[src/rtl/instruction_sequencer_pkg.sv]
// Shared MAC-engine parameters for the instruction sequencer.
// Holds the instruction-memory geometry, the field-0 decode positions and
// the sequencer state encoding.
package instruction_sequencer_pkg;

  localparam int IM_SIZE   = 2;   // instruction words in instruction memory
  localparam int IM_FIELDS = 8;   // 32-bit fields per instruction word
  localparam int IM_WIDTH  = 32;  // bits per field

  localparam int LAST_BIT  = 31;  // field 0: end-of-program flag
  localparam int REP_LSB   = 0;   // field 0: repeat count starts here

  typedef enum logic [1:0] {
    IDLE,
    FETCH,
    ISSUE,
    EXEC
  } seq_state_e;

endpackage

[src/rtl/instruction_sequencer.sv]
// instruction_sequencer
// Fetch/issue controller for the MAC engine. Drives the instruction-memory
// PC, registers each 256-bit instruction word, hands it to the datapath
// with a valid/ready handshake, waits for exec_done, repeats the word
// REPEAT+1 times and advances until a word flagged LAST completes.
// External instruction-memory writes are blocked while a program runs.
//
// Ports:
//   clk, reset          clock, asynchronous active-high reset
//   start, start_addr   start pulse and first instruction index
//   PC                  instruction-memory read address
//   instruction         combinational read data at PC
//   instr_out           registered instruction to the datapath
//   instr_valid/ready   issue handshake
//   exec_done           datapath finished accepted instruction (pulse)
//   iter_idx            repetition index of the issued instruction
//   busy, done, error   status (done is a pulse, error is sticky)
//   wr_en_ext_req/_im   external write request / gated write enable
//   wr_reject           pulse when a write request arrives while busy
module instruction_sequencer
  import instruction_sequencer_pkg::*;
#(
  parameter int PC_WIDTH  = 32,
  parameter int REP_WIDTH = 16
) (
  input  logic                          clk,
  input  logic                          reset,
  input  logic                          start,
  input  logic [PC_WIDTH-1:0]           start_addr,
  output logic [PC_WIDTH-1:0]           PC,
  input  logic [IM_FIELDS*IM_WIDTH-1:0] instruction,
  output logic [IM_FIELDS*IM_WIDTH-1:0] instr_out,
  output logic                          instr_valid,
  input  logic                          instr_ready,
  input  logic                          exec_done,
  output logic [REP_WIDTH-1:0]          iter_idx,
  output logic                          busy,
  output logic                          done,
  output logic                          error,
  input  logic                          wr_en_ext_req,
  output logic                          wr_en_ext_im,
  output logic                          wr_reject
);

  localparam int INSTR_W = IM_FIELDS * IM_WIDTH;

  seq_state_e           state_q, state_d;
  logic [PC_WIDTH-1:0]  pc_q, pc_d;
  logic [INSTR_W-1:0]   instr_q, instr_d;
  logic                 vld_q, vld_d;
  logic [REP_WIDTH-1:0] iter_q, iter_d;
  logic [REP_WIDTH-1:0] rep_q, rep_d;
  logic                 last_q, last_d;
  logic                 done_q, done_d;
  logic                 err_q, err_d;
  logic                 wr_reject_q;

  assign busy = (state_q != IDLE);

  always_comb begin
    state_d = state_q;
    pc_d    = pc_q;
    instr_d = instr_q;
    vld_d   = vld_q;
    iter_d  = iter_q;
    rep_d   = rep_q;
    last_d  = last_q;
    err_d   = err_q;
    done_d  = 1'b0;

    unique case (state_q)
      IDLE: begin
        if (start) begin
          if (start_addr >= PC_WIDTH'(IM_SIZE)) begin
            // Bad entry point: report and complete without running.
            err_d  = 1'b1;
            done_d = 1'b1;
          end else begin
            pc_d    = start_addr;
            err_d   = 1'b0;
            iter_d  = '0;
            state_d = FETCH;
          end
        end
      end
      FETCH: begin
        instr_d = instruction;
        last_d  = instruction[LAST_BIT];
        rep_d   = instruction[REP_LSB +: REP_WIDTH];
        vld_d   = 1'b1;
        state_d = ISSUE;
      end
      ISSUE: begin
        if (instr_ready) begin
          vld_d   = 1'b0;
          state_d = EXEC;
        end
      end
      EXEC: begin
        if (exec_done) begin
          // Compare before increment so REPEAT=all-ones never wraps iter.
          if (iter_q < rep_q) begin
            iter_d  = iter_q + REP_WIDTH'(1);
            vld_d   = 1'b1;
            state_d = ISSUE;
          end else if (last_q) begin
            done_d  = 1'b1;
            state_d = IDLE;
          end else if (pc_q == PC_WIDTH'(IM_SIZE - 1)) begin
            err_d   = 1'b1;
            done_d  = 1'b1;
            state_d = IDLE;
          end else begin
            pc_d    = pc_q + PC_WIDTH'(1);
            iter_d  = '0;
            state_d = FETCH;
          end
        end
      end
      default: state_d = IDLE;
    endcase
  end

  always_ff @(posedge clk or posedge reset) begin
    if (reset) begin
      state_q     <= IDLE;
      pc_q        <= '0;
      instr_q     <= '0;
      vld_q       <= 1'b0;
      iter_q      <= '0;
      rep_q       <= '0;
      last_q      <= 1'b0;
      done_q      <= 1'b0;
      err_q       <= 1'b0;
      wr_reject_q <= 1'b0;
    end else begin
      state_q     <= state_d;
      pc_q        <= pc_d;
      instr_q     <= instr_d;
      vld_q       <= vld_d;
      iter_q      <= iter_d;
      rep_q       <= rep_d;
      last_q      <= last_d;
      done_q      <= done_d;
      err_q       <= err_d;
      wr_reject_q <= wr_en_ext_req & busy;
    end
  end

  // Write gate is purely combinational so a request coincident with start
  // still goes through: busy only rises on the following edge.
  assign wr_en_ext_im = wr_en_ext_req & ~busy;
  assign wr_reject    = wr_reject_q;

  assign PC          = pc_q;
  assign instr_out   = instr_q;
  assign instr_valid = vld_q;
  assign iter_idx    = iter_q;
  assign done        = done_q;
  assign error       = err_q;

endmodule
[config.mk]
export PLATFORM = sky130hd
export DESIGN_NAME = instruction_sequencer
export DESIGN_NICKNAME = d
export VERILOG_FILES = /design/src/rtl/instruction_sequencer_pkg.sv /design/src/rtl/instruction_sequencer.sv
export SDC_FILE = /design/constraint.sdc
export NUM_CORES = 1
export LEC_CHECK = 0
export BUFFER_PORTS_ARGS = -buffer_cell sky130_fd_sc_hd__buf_4
export CELL_PAD_IN_SITES_DETAIL_PLACEMENT = 0
export CELL_PAD_IN_SITES_GLOBAL_PLACEMENT = 1
export CORE_AREA = 2 2 238 240
export CTS_CLUSTER_DIAMETER = 50
export DETAILED_ROUTE_END_ITERATION = 8
export DIE_AREA = 0 0 240 242
export PLACE_DENSITY_LB_ADDON = 0.2
export SYNTH_ARGS = -nofsm -noshare
export SYNTH_HDL_FRONTEND = slang
export SYNTH_SLANG_ARGS = --single-unit
[constraint.sdc]
create_clock -name clk -period 26.4 [get_ports clk]
set_clock_uncertainty 0.15 [all_clocks]
set_input_delay 2.64 -clock clk [delete_from_list [all_inputs] [get_ports clk]]
set_output_delay 2.64 -clock clk [all_outputs]
set_load 0.01 [all_outputs]
# Word-level counts from Yosys, hierarchy flattened
# Index checks and enable logic that the tools add are counted.
# W data, S select, Z words.
# word_totals
register_bits	327
latch_bits	0
mem_bits_rw	0
rom_bits	0
input_bits	294
out_inout_bits	310
elab_cells	80
n_memories	0
# op_classes
addsub	2
mul	0
div	0
magnitude_cmp	2
n_eq_ne	15
shifts	0
mux	39
bitwise	3
reduce_logical	9
# op_table
operator	count
$mux W32	6
$mux W16	6
$pmux W32 S2	1
$add A32 B1 Y32 const B	1
$eq A32 B1 Y1 const B	1
$ge A32 B2 Y1 const B	1
$pmux W16 S2	1
$ne A2 B2 Y1 const B	9
$add A16 B1 Y16 const B	1
$lt A16 B16 Y1	1
$mux W1	16
$reduce_and A6 Y1	2
$mux W2	5
$pmux W2 S4	1
$reduce_and A4 Y1	2
$reduce_and A7 Y1	1
$ne A3 B3 Y1 const B	2
$eq A2 B2 Y1 const B	2
$pmux W1 S2	2
$reduce_bool A2 Y1	2
$pmux W1 S3	1
$reduce_bool A3 Y1	1
$and A1 B1 Y1	2
$eq A2 B1 Y1 const B	1
2 further kinds	2

# Logic depth before layout (Yosys ltp)
# logic_depth
depth_word	6
ltp_mapped	11
depth_no_buf	8

# Worst setup path before layout
# OpenSTA, ideal clock, no wires.
# synth_timing
path_kind	input -> output
startpoint	in wr_en_ext_req
endpoint	out wr_en_ext_im
arrival_time_ns	2.805
required_time_ns	23.610
slack_ns	20.805
stages	1
path_buffers	0
cell_sequence	and2_1
# synth_via
elab_chain_len	1
# synth_lines
element	line_no	source
start: declaration	instruction_sequencer.sv:40	input logic wr_en_ext_req,
$and A1 B1 Y1	instruction_sequencer.sv:152	assign wr_en_ext_im = wr_en_ext_req & ~busy;
end: declaration	instruction_sequencer.sv:41	output logic wr_en_ext_im,
# No other way between the ends.

# Worst setup path in the final report
# Ends and elaborated chain as after synthesis.

==> flow_summary.toml <==
[job]
drv_cap = 0

[place]
place_congestion = 0.8133
post-place-ws_ns = 20.07
port_buffers = 603
dpl_cell_area_um2 = 18780
dp_hpwl_um = 41320

[synthesis]
yosysWarnings = 0
synthTopCellsByArea = "dfrtp_1 (58%), mux2_2 (20%), ha_1 (2.0%)"
synth_area_per_cell_um2 = 12.68
synth_xor_area_share_pct = 0
async_flop_share_pct = 100.0
synth_common_cells = "dfrtp_1 (310), mux2_2 (240), nand2_1 (66)"
synth_top_family_by_area = "multiplexers"
ys_types = 58
synth.most_common_cell = "dfrtp_1"
yosys.area.top_type_share_pct = 57.67
synthesis.area_um2 = 13450
yosysTopAreaCell = "dfrtp_1"
ys_seq_area_share_pct = 57.67
synth-simple-area-share_pct = 8.836
ys.flop_type = "dfrtp_1"
synth-adder-area-share_pct = 2.046
synth_mux_area_share_pct = 20.46
ys_seq_elements = 310
synth_edf_count = 0
netlist_instances = 1061
synthesis.nets = 1377
synth-compound-area-share_pct = 7.925

[critical_path]
critPathLaunch = "wr_en_ext_req"
critical-path-top-delay-family = "buffers and inverters"
reg2reg_to = "instr_out[212]$_DFFE_PP0N_"
rrSetupSlack_ns = 21.80
crit_arrival_ns = 3.03
r2r_cells = 6
cpMostUsedCell = "buf_4"
crit_path_max_fanout = 2
crit_type = "input port to primary output"
path_buf_inv = 2
worstPathRequired_ns = 23.61
cp_slowest_cell = "and2_1"
crit_path_start_kind = "input port"
r2r_start = "state_q[1]$_DFFE_PP0P_"
path_cells = "buf_4 > and2_1 > buf_4"
slowest_delay_ns = 0.14
endpoint_kind = "primary output"

[global_route]
grt_pass1_vias = 11660
use_met1_pct = 20.73
grt_first_pass_wirelength_um = 78810
top_usage_layer = "met2"
grt-ovfl-total = 0
use_met3_pct = 7.862
grtUsageMet2_pct = 30.57
grt_use_total_pct = 18.24
grt_max_degree = 113
antenna_found_initial = 16

[timing]
maxSlewViolCount = 0
worst_slack_ns = 20.58
whs_ns = 0.3546
slew_headroom_pct = 29.70
setup_viol = 0
grt_setup_unrepaired = "no"
tightest_slew_ns = 1.055
tns_ns = 0
hold_violations = 0
fin_crit_ns = 5.818
fmax_mhz = 171.9
finalCritPeriodShare_pct = 22.04

[min_path]
min_path_type = "register to register"
holdPathStages = 1
hold_path_end = "instr_out[110]$_DFFE_PP0N_"
hp-start = "instr_out[110]$_DFFE_PP0N_"

[cells_and_area]
drive_gt1_share_pct = 55.92
nFillCells = 5626
fin_area_um2 = 20470
nets = 1979
area_delta_synth_final_pct = 52.15

[die]
die_y_um = 242
dieArea_um2 = 58080
start_util_pct = 24.14
boundaryPins = 604
num_rows = 87
core_um2 = 55730
die_width_um = 240

[cts]
cts_sinks = 310
clock_path_buffers = 3
cts_setup_buffers = 0
cts_inserted_buffers = 47
cts_tree = "built"
clk_pin_slew_ns = 0.05
clk_latency_ns = 0.57
cts-root-buf = "clkbuf_16"
ctsResizeCount = 0
cts_hold_buffers = 0
htreeDepth = 2

[route]
ant_nets = 0
drc_errors = 0
wl_per_cell_um = 22.06
routed_wl_um = 54320
vias_per_cell = 4.563
detail_route.iter0.violations = 517
first_pass_iters = 5
dr_total_vias = 11240

[power_and_ir_drop]
ir_drop_v = 0.00007312
leakagePower_nw = 9.358
powerDensity_nw_per_um2 = 136.7

[run_status]
status = "finished, final reports clean"
how the worst max path moves through the flow:
stage	slack, ns	cells past startpoint	to
after floorplan	15.04	1	PC[0]$_DFFE_PP0P_
after global routing	20.47	7	iter_idx[6]$_DFFE_PP0P_
after CTS	20.58	3	wr_en_ext_im
after detailed placement	20.07	7	iter_idx[15]$_DFFE_PP0P_
final	20.58	3	wr_en_ext_im
after global placement	20.13	7	iter_idx[2]$_DFFE_PP0P_
worst reg2reg max path, cell delays in order, from the launching register on:
cell and delay [ns]:
dfrtp_1 0.42, inv_1 0.15, ha_4 0.63, buf_4 0.82, buf_4 0.88, buf_4 1.00
mux2_2 0.44
metal layers:
layer / part of all wire (%) / vias to the layer above
li1: - / 5114
met1: 38 / 5609
met2: 50 / 425
met3: 10 / 75
met4: 2.5 / 12
met5: 0.14 / -
flip-flops by register name (all words and copies together), names as in the netlist:
signal	count
PC	32
done	1
error	1
instr_out	256
instr_valid	1
iter_idx	16
state_q	2
wr_reject	1
final cells by class:
| cell class | instances | area [um^2] | share of cell area, % |
|---|---|---|---|
| Clock buffer | 66 | 1399 | 6.835 |
| Multi-Input combinational cell | 647 | 5298 | 25.88 |
| Sequential cell | 310 | 7757 | 37.90 |
| Antenna cell | 9 | 22.52 | 0.1100 |
| Timing Repair Buffer | 614 | 4609 | 22.52 |
| Tap cell | 756 | 945.9 | 4.622 |
| Clock inverter | 17 | 266.5 | 1.302 |
| Inverter | 43 | 168.9 | 0.8253 |
per-stage QoR:
stage	power [mW]	cells	utilization (%)
after floorplan	1.519	1061	-
after global placement	2.151	2370	33.69
after detailed placement	2.166	2370	33.69
after CTS	2.843	2453	36.68
after global routing	2.966	2457	36.70
final	2.797	2462	36.72
cells in the final DEF, fill, tap and decap left out, types with 9 or more instances in the layout:
cell type / netlist / final
a31oi_1: 14 / 14
o22ai_1: 11 / 11
inv_1: 43 / 42
diode_2: 0 / 9
o21ai_0: 38 / 38
ha_1: 22 / 20
clkbuf_8: 0 / 13
a41o_1: 9 / 9
nor2_1: 24 / 24
nand3_1: 43 / 43
clkbuf_16: 0 / 48
o211ai_1: 10 / 10
nand4_1: 17 / 17
nor4_1: 23 / 23
dfrtp_1: 310 / 310
and3_1: 10 / 10
mux2_2: 240 / 240
a21oi_1: 19 / 19
buf_4: 1 / 614
nand2_1: 66 / 66
kinds of logic after synthesis:
family,Yosys count
and+or+nand+nor,226
buffers and inverters,104
muxes,245
adders and majority gates,22
DFF,310
AOI/OAI and AO/OA,154
report_power, final:
part | switching, mW | total [mW] | leakage, nW | internal, mW
clock network | 0.234 | 0.660 | 0.815 | 0.426
logic | 0.621 | 1.26 | 4.86 | 0.635
registers | 0.168 | 0.881 | 3.68 | 0.712
total | 1.02 | 2.80 | 9.36 | 1.77
Note: power is estimated with default switching activity, not from simulation.
